**src/rtl/matinv2.sv**
```systemverilog
// matinv2: 2x2 signed fixed-point matrix inverse.
// The reciprocal of det comes from a serial restoring divider; the four
// products are then formed one per clock.
// Optional macro MATINV2_SAT_EN: when defined, out-of-range reciprocals and
// products clamp to the signed DATA_WIDTH limits; when undefined they wrap.
module matinv2 #(
    parameter int unsigned DATA_WIDTH = 16,
    parameter int unsigned BIN_POS    = 8
) (
    input  logic                      clk,
    input  logic                      rst,
    input  logic                      start,
    input  logic [4*DATA_WIDTH-1:0]   a,
    input  logic [DATA_WIDTH-1:0]     det,
    output logic                      ready,
    output logic                      complete,
    output logic                      singular,
    output logic [4*DATA_WIDTH-1:0]   inv
);

    localparam int unsigned DW = DATA_WIDTH;
    localparam int unsigned QW = 2 * BIN_POS + 1;   // quotient bits, one per divide edge
    localparam int unsigned RW = DW + 1;            // shifted partial remainder
    localparam int unsigned CW = $clog2(QW + 1);    // divide edge counter
    localparam int unsigned PW = 2 * DW;            // full product width

    localparam logic [DW-1:0]        WMAX = {1'b0, {(DW-1){1'b1}}};
    localparam logic [DW-1:0]        WMIN = {1'b1, {(DW-1){1'b0}}};
    localparam logic signed [PW-1:0] PMAX = {{(PW-DW){1'b0}}, WMAX};
    localparam logic signed [PW-1:0] PMIN = {{(PW-DW){1'b1}}, WMIN};

    typedef enum logic [1:0] {IDLE, DIV, MUL, DONE} state_t;

    state_t          state, state_nxt;
    logic [4*DW-1:0] a_q, a_nxt;
    logic [DW-1:0]   det_q, det_nxt;
    logic [DW-1:0]   rem_q, rem_nxt;
    logic [QW-1:0]   quo_q, quo_nxt;
    logic [CW-1:0]   cnt_q, cnt_nxt;
    logic [1:0]      idx_q, idx_nxt;
    logic            ready_nxt, complete_nxt, singular_nxt;
    logic [4*DW-1:0] inv_nxt;

    // Reduce a wide signed value to DW bits (clamp or wrap).
    function automatic logic [DW-1:0] reduce(input logic signed [PW-1:0] x);
`ifdef MATINV2_SAT_EN
        if (x > PMAX)      return WMAX;
        else if (x < PMIN) return WMIN;
        else               return x[DW-1:0];
`else
        return x[DW-1:0];
`endif
    endfunction

    // Negate, mapping the most-negative value to the most-positive one.
    function automatic logic [DW-1:0] neg_sat(input logic [DW-1:0] x);
        return (x == WMIN) ? WMAX : DW'(-x);
    endfunction

    // Divider step: shift in the next dividend bit (only the first is 1).
    logic [DW-1:0] det_abs;
    logic [RW-1:0] rem_sh;
    logic          rem_ge;
    logic [DW-1:0] rem_sub;
    logic [DW-1:0] rem_div;
    logic [QW-1:0] quo_div;

    assign det_abs = det_q[DW-1] ? DW'(-det_q) : det_q;
    assign rem_sh  = {rem_q, (cnt_q == CW'(0))};
    assign rem_ge  = rem_sh >= {1'b0, det_abs};
    assign rem_sub = rem_sh[DW-1:0] - det_abs;
    assign rem_div = rem_ge ? rem_sub : rem_sh[DW-1:0];
    assign quo_div = {quo_q[QW-2:0], rem_ge};

    // Signed reciprocal from the truncated quotient.
    logic signed [QW:0]   quo_s;
    logic signed [QW:0]   r_full;
    logic [DW-1:0]        r;

    assign quo_s  = {1'b0, quo_q};
    assign r_full = det_q[DW-1] ? -quo_s : quo_s;
    assign r      = reduce(PW'(r_full));

    // Current product operand and scaled result.
    logic [DW-1:0]        opnd;
    logic signed [PW-1:0] prod;
    logic signed [PW-1:0] prod_sh;
    logic [DW-1:0]        elem;

    always_comb begin
        opnd = a_q[3*DW +: DW];
        case (idx_q)
            2'd0:    opnd = a_q[3*DW +: DW];
            2'd1:    opnd = neg_sat(a_q[1*DW +: DW]);
            2'd2:    opnd = neg_sat(a_q[2*DW +: DW]);
            default: opnd = a_q[0 +: DW];
        endcase
    end

    assign prod    = PW'($signed(r)) * PW'($signed(opnd));
    assign prod_sh = prod >>> BIN_POS;
    assign elem    = reduce(prod_sh);

    // State and datapath registers.
    always_ff @(posedge clk) begin
        if (rst) begin
            state    <= IDLE;
            a_q      <= '0;
            det_q    <= '0;
            rem_q    <= '0;
            quo_q    <= '0;
            cnt_q    <= '0;
            idx_q    <= '0;
            ready    <= 1'b1;
            complete <= 1'b0;
            singular <= 1'b0;
            inv      <= '0;
        end else begin
            state    <= state_nxt;
            a_q      <= a_nxt;
            det_q    <= det_nxt;
            rem_q    <= rem_nxt;
            quo_q    <= quo_nxt;
            cnt_q    <= cnt_nxt;
            idx_q    <= idx_nxt;
            ready    <= ready_nxt;
            complete <= complete_nxt;
            singular <= singular_nxt;
            inv      <= inv_nxt;
        end
    end

    // Next-state logic.
    always_comb begin
        state_nxt = state;
        case (state)
            IDLE, DONE: if (start) state_nxt = DIV;
            DIV: begin
                if (det_q == '0)                   state_nxt = DONE;
                else if (cnt_q == CW'(QW - 1))     state_nxt = MUL;
            end
            MUL:        if (idx_q == 2'd3) state_nxt = DONE;
            default:    state_nxt = IDLE;
        endcase
    end

    // Datapath and output next values.
    always_comb begin
        a_nxt        = a_q;
        det_nxt      = det_q;
        rem_nxt      = rem_q;
        quo_nxt      = quo_q;
        cnt_nxt      = cnt_q;
        idx_nxt      = idx_q;
        complete_nxt = complete;
        singular_nxt = singular;
        inv_nxt      = inv;
        ready_nxt    = (state_nxt == IDLE) || (state_nxt == DONE);
        case (state)
            IDLE, DONE: begin
                if (start) begin
                    a_nxt        = a;
                    det_nxt      = det;
                    rem_nxt      = '0;
                    quo_nxt      = '0;
                    cnt_nxt      = '0;
                    idx_nxt      = '0;
                    complete_nxt = 1'b0;
                    singular_nxt = 1'b0;
                end
            end
            DIV: begin
                if (det_q == '0) begin
                    singular_nxt = 1'b1;
                    complete_nxt = 1'b1;
                    inv_nxt      = '0;
                end else begin
                    rem_nxt = rem_div;
                    quo_nxt = quo_div;
                    cnt_nxt = cnt_q + CW'(1);
                end
            end
            MUL: begin
                case (idx_q)
                    2'd0:    inv_nxt[0*DW +: DW] = elem;
                    2'd1:    inv_nxt[1*DW +: DW] = elem;
                    2'd2:    inv_nxt[2*DW +: DW] = elem;
                    default: inv_nxt[3*DW +: DW] = elem;
                endcase
                idx_nxt = idx_q + 2'd1;
                if (idx_q == 2'd3) complete_nxt = 1'b1;
            end
            default: ;
        endcase
    end

endmodule

```
**config.mk**
```make
export PLATFORM = sky130hd
export DESIGN_NAME = matinv2
export DESIGN_NICKNAME = d
export VERILOG_FILES = /design/src/rtl/matinv2.sv
export SDC_FILE = /design/constraint.sdc
export NUM_CORES = 1
export LEC_CHECK = 0
export ABC_CLOCK_PERIOD_IN_PS = 15400
export CELL_PAD_IN_SITES_DETAIL_PLACEMENT = 1
export CELL_PAD_IN_SITES_GLOBAL_PLACEMENT = 1
export CORE_AREA = 3 3 230 232
export DETAILED_ROUTE_END_ITERATION = 10
export DIE_AREA = 0 0 233 235
export GPL_ROUTABILITY_DRIVEN = 0
export PLACE_DENSITY_LB_ADDON = 0.1
export SETUP_SLACK_MARGIN = 0.05
export SLEW_MARGIN = 20
export SYNTH_ARGS = -nofsm -noshare
export SYNTH_HDL_FRONTEND = slang
export SYNTH_SLANG_ARGS = --single-unit
```
**constraint.sdc**
```tcl
create_clock -name clk -period 15.4 [get_ports clk]
set_input_delay 1.54 -clock clk [delete_from_list [all_inputs] [get_ports clk]]
set_output_delay 1.54 -clock clk [all_outputs]
set_load 0.03 [all_outputs]
```
; ---- Word-level counts from Yosys, hierarchy flattened
; Index checks and enable logic that the tools add are counted.
[word_totals]
reg_bits = 188
latchBits = 0
ram_bits = 0
romBits = 0
inputBits = 83
out_inout_bits = 67
word_cells = 94
mem_count = 0
[classes]
add_sub_neg = 7
multipliers = 1
div = 0
order_cmp = 1
eq_ne = 18
shifts = 0
muxes = 33
bitwise_logic = 0
n_reduce_logical = 20
[op_table]
columns = cell, count
row1 = $mux W16, 13
row2 = $pmux W64 S2, 1
row3 = $mux W64, 1
row4 = $neg A16 Y16, 4
row5 = $pmux W16 S2, 2
row6 = $pmux W16 S3, 1
row7 = $eq A16 B16 Y1 const B, 2
row8 = $mul A16 B16 Y24, 1
row9 = $reduce_and A3 Y1, 7
row10 = $ge A17 B16 Y1, 1
row11 = $logic_not A16 Y1, 1
row12 = $sub A16 B16 Y16, 1
row13 = $eq A2 B2 Y1 const B, 5
row14 = $mux W2, 5
row15 = $mux W5, 2
row16 = $ne A2 B2 Y1 const B, 5
row17 = $pmux W5 S2, 1
row18 = $logic_not A2 Y1, 3
row19 = $ne A2 B1 Y1 const B, 3
row20 = $pmux W2 S3, 1
row21 = $reduce_bool A2 Y1, 3
row22 = $add A5 B1 Y5 const B, 1
row23 = $eq A5 B5 Y1 const B, 1
row24 = $logic_not A5 Y1, 1
row25 = other kinds (10), 14

; ---- Depth between registers and ports, before layout
[logic_depth]
word_depth = 6
ltp_mapped = 35

; ---- Least setup slack after synthesis
; Ideal clock, no wire load.
[synth_path]
path_kind = register -> register
startpoint = register a_q[32]
endpoint = register inv[43]
setup_time_ns = 0.070
arrival_time_ns = 7.598
path_slack_ns = 7.731
path_stages_with_launch = 32
path_cell_list = dfxtp_1 inv_1 ha_1 or4b_1 clkbuf_1 nor4_4 a21oi_1 and2_1 or2_2 clkbuf_1 nor2_1 fa_1 inv_1 fa_1 fa_1 inv_1 ha_1 fa_1 inv_1 fa_1 inv_1 ha_1 nand2_1 nor4b_1 o2111a_1 a21oi_1 o21a_1 or3_1 a311oi_2 xor2_1 nand3_1 a21oi_1
[synth_via]
elab_chain_cells = 6
elab_cells_between_ends = 7
[synth_rtl]
columns = item, line
row1 = from (decl), 35  ; logic [4*DW-1:0] a_q, a_nxt;
row2 = from (signal assigned), 120  ; a_q <= a_nxt;
row3 = $neg A16 Y16 or $eq A16 B16 Y1 (tied branches), 57  ; return (x == WMIN) ? WMAX : DW'(-x);
row4 = $mux W16 (*), 57
row5 = $pmux W16 S3 (*), 92  ; case (idx_q)
row6 = $mul A16 B16 Y24 (*), 100  ; assign prod = PW'($signed(r)) * PW'($signed(opnd));
row7 = $mux W16 (*), 184  ; case (idx_q)
row8 = $pmux W64 S2 (*), 159  ; case (state)
row9 = to (signal assigned), 129  ; inv <= inv_nxt;
row10 = to (decl), 18  ; output logic [4*DATA_WIDTH-1:0] inv
; Every way passes the cells marked *; elsewhere a longest branch is shown, timed or not. The select of a mux whose other input is x is not followed.
; A chain may end at the register's enable or synchronous reset.

; ---- Final worst setup path
[layout_path]
startpoint = register idx_q[0]
endpoint = register inv[42]
[layout_via]
elab_chain_cells = 5
elab_cells_between_ends = 9
[layout_rtl]
columns = item, line
row1 = from (decl), 40  ; logic [1:0] idx_q, idx_nxt;
row2 = from (signal assigned), 125  ; idx_q <= idx_nxt;
row3 = $eq A2 B2 Y1 (tied with other cells), "92, 184"
row4 = $pmux W16 S3, 92
row5 = $mul A16 B16 Y24, 100
row6 = $mux W16, 184
row7 = $pmux W64 S2, 159
; Several ways; a longest one is shown, not always the timed one. The select of a mux whose other input is x is not followed.

==> results.yml <==
critical_path:
  slowest_stage: "ha_1"
  worstPathMaxFanout: 21
  critPathKind: "flop to flop"
  worst-path-buf-inv: 5
  r2r_end: "inv[42]"
  cp_top_family: "adder cells"
  reg2reg_depth: 28
  reg2reg_from: "idx_q[0]"
  worst_ep_required_time_ns: 15.82
  worstPathArrival_ns: 9.14
  slowest_delay_ns: 0.76
  startpoint: "idx_q[0]"
  end_kind: "flop"
  reg2reg_setup_slack_ns: 6.68
  startpoint_type: "flop"
timing:
  setup_viol: 0
  grt_setup_unrepaired: "no"
  clock.fmax_mhz: 114.6
  tightest_slew_ns: 1.058
  slew_viol_final: 0
  relSlewSlack_pct: 29.20
  fin_setup_tns_ns: 0
  timing.final.crit_share_pct: 56.65
  min_period_ns: 8.724
  skew_ns: 0.02497
  finalHoldViolCount: 0
synthesis:
  yosys.area.top_type_share_pct: 22.41
  syn_inst: 2102
  synth_edf_count: 0
  yosysMostFrequentCell: "nand2_1"
  ys.warnings.count: 0
  avgSynthCellArea_um2: 7.990
  ys_types: 75
  synth.area.top_cells: "dfxtp_1 22%, fa_1 22%, nand2_1 9.1%"
  synth_area_leader_cell: "dfxtp_1"
  ys_seq_elements: 188
  synthesis.area_um2: 16790
  yosysSeqAreaShare_pct: 22.41
  synth_flop_cell: "dfxtp_1"
  ys_top_cells_by_count: "408 x nand2_1, 277 x inv_1, 188 x dfxtp_1, 188 x nor2_1, 187 x fa_1"
  syn_nets: 2470
  ys_async_sr_fraction_pct: 0
grt:
  grt_first_pass_wirelength_um: 90890
  grt_util_all_layers_pct: 21.35
  grt.overflow.total: 0
  antenna_found_initial: 1
  grt_max_degree: 82
  grt_pass1_vias: 15932
final_layout:
  finalNonFillerCells: 2901
  area_growth_syn_to_layout_pct: 17.07
  drive_gt1_share_pct: 4.457
  post-route-util_pct: 38.40
  nets: 2576
  finalInstanceArea_um2: 19660
  antenna_cells: 0
die:
  die_area_um2: 54760
  io_pins: 150
  start_util_pct: 32.80
  fp.dieW_um: 233
  fp.dieH_um: 235
  rows: 83
  core_um2: 51200
place:
  hpwl_um: 44770
  port_buffers: 149
  dp.cells: 2869
  placed_cell_area_um2: 19040
clock_network:
  path_clk_slew_ns: 0.09
  cts_resized: 0
  hold_buffers: 0
  root_buffer: "clkbuf_16"
  post-cts-setup-buffers: 0
  cts_max_path_buffers: 2
  cts_tree: "yes"
  cts_buffers: 17
  clock-sinks: 188
  htree_levels: 4
  clk_latency_ns: 0.49
power_and_ir_drop:
  p_leak_nw: 8.079
  ir_worst_vdd_uv: 66.21
  power.total_mw: 1.498
  cellPowerDensity_nw_per_um2: 76.18
drt:
  drt_iter0_drc: 737
  first_pass_iters: 6
  vias: 14529
  wl_per_cell_um: 19.44
  wirelength_um: 56380
  via_per_inst: 5.008
  antenna_left: 0
  drc_errors: 0
run:
  cap_violations: 0
min_path:
  min_path_cells: 2
  min_path_type: "flop to flop"
  worstHoldStart: "inv[38]"
  hold-path-endpoint: "inv[38]"
status:
  status: "finished, final reports clean"
==> registers in the layout, indices dropped and copies added (netlist names) <==
signal,cells
a_q,64
cnt_q,5
complete,1
det_q,16
idx_q,2
inv,64
quo_q,16
ready,1
rem_q,16
singular,1
state,2
==> routing by layer <==
metal,track usage [%],up-vias,wire length [µm]
met1,27.86,7273,25930
met2,35.86,226,26960
met4,6.495,2,1453
met3,3.831,73,2030
li1,-,6955,-
met5,0,-,13
==> tightest hold or removal path: stages, from the launching register on <==
cell and delay, ns:
dfxtp_1 0.32, nand2_1 0.05, a21oi_1 0.05
==> final cells by class <==
class | instances | area, µm²
tap | 680 | 850.8
sequential | 188 | 3764
inverter | 278 | 1044
clock inverter | 15 | 168.9
timing repair buffer | 183 | 1744
clock buffer | 17 | 425.4
fill | 6161 | 31540
multi-input combinational | 1540 | 11660
==> through the flow <==
step | hold WS (ns) | setup slack, ns
2_1_floorplan | 0.4312 | 7.731
3_3_place_gp | 0.4425 | 6.780
3_5_place_dp | 0.4496 | 6.587
4_1_cts | 0.4609 | 6.566
5_1_grt | 0.4728 | 6.030
6_report | 0.4582 | 6.676
==> how the worst max path moves through the flow <==
| stage | to | slack, ns | depth (start not counted) |
|---|---|---|---|
| detailed placement | inv[47] | 6.59 | 29 |
| finish | inv[42] | 6.68 | 28 |
| global route | inv[42] | 6.03 | 28 |
| floorplan | inv[43] | 7.73 | 31 |
| global placement | inv[47] | 6.78 | 29 |
| CTS | inv[47] | 6.57 | 29 |
==> cell families (layout without fill, tap and decap cells) <==
group / count (synthesis) / in the layout / synth area share (%)
DFF: 188 / 188 / 22.41
AOI/OAI and AO/OA: 362 / 362 / 13.24
adders and majority gates: 285 / 285 / 29.59
muxes: 15 / 15 / 0.8940
xor gates and xnor gates: 101 / 101 / 5.394
buffers and inverters: 374 / 493 / 8.374
and+or+nand+nor: 777 / 777 / 20.10
==> where the power goes <==
| part | switching (mW) | internal, mW | leakage [nW] |
|---|---|---|---|
| registers | 0.0295 | 0.512 | 1.53 |
| logic | 0.325 | 0.177 | 6.26 |
| clock network | 0.237 | 0.217 | 0.290 |
| total | 0.591 | 0.907 | 8.08 |
==> cell usage in the layout (no fill, tap or decap), types with 8 or more instances in the layout <==
cell and count:
or4_1 8, a31oi_1 9, ha_1 98, clkbuf_16 17, o21ai_0 51, mux2i_1 15
or2_2 17, or3_1 13, nand3_1 33, fa_1 187, dfxtp_1 188, o21a_1 9
nor2_1 187, clkdlybuf4s50_1 148, nand2b_1 17, xor2_1 44, buf_4 35, nand2_1 407
xnor2_1 55, a21oi_1 183, and2_1 20, inv_1 277, nand4_1 10, o31ai_1 14
o21ai_1 10, a32o_1 12, nor3_1 23
(Power assumes the default switching activity.)
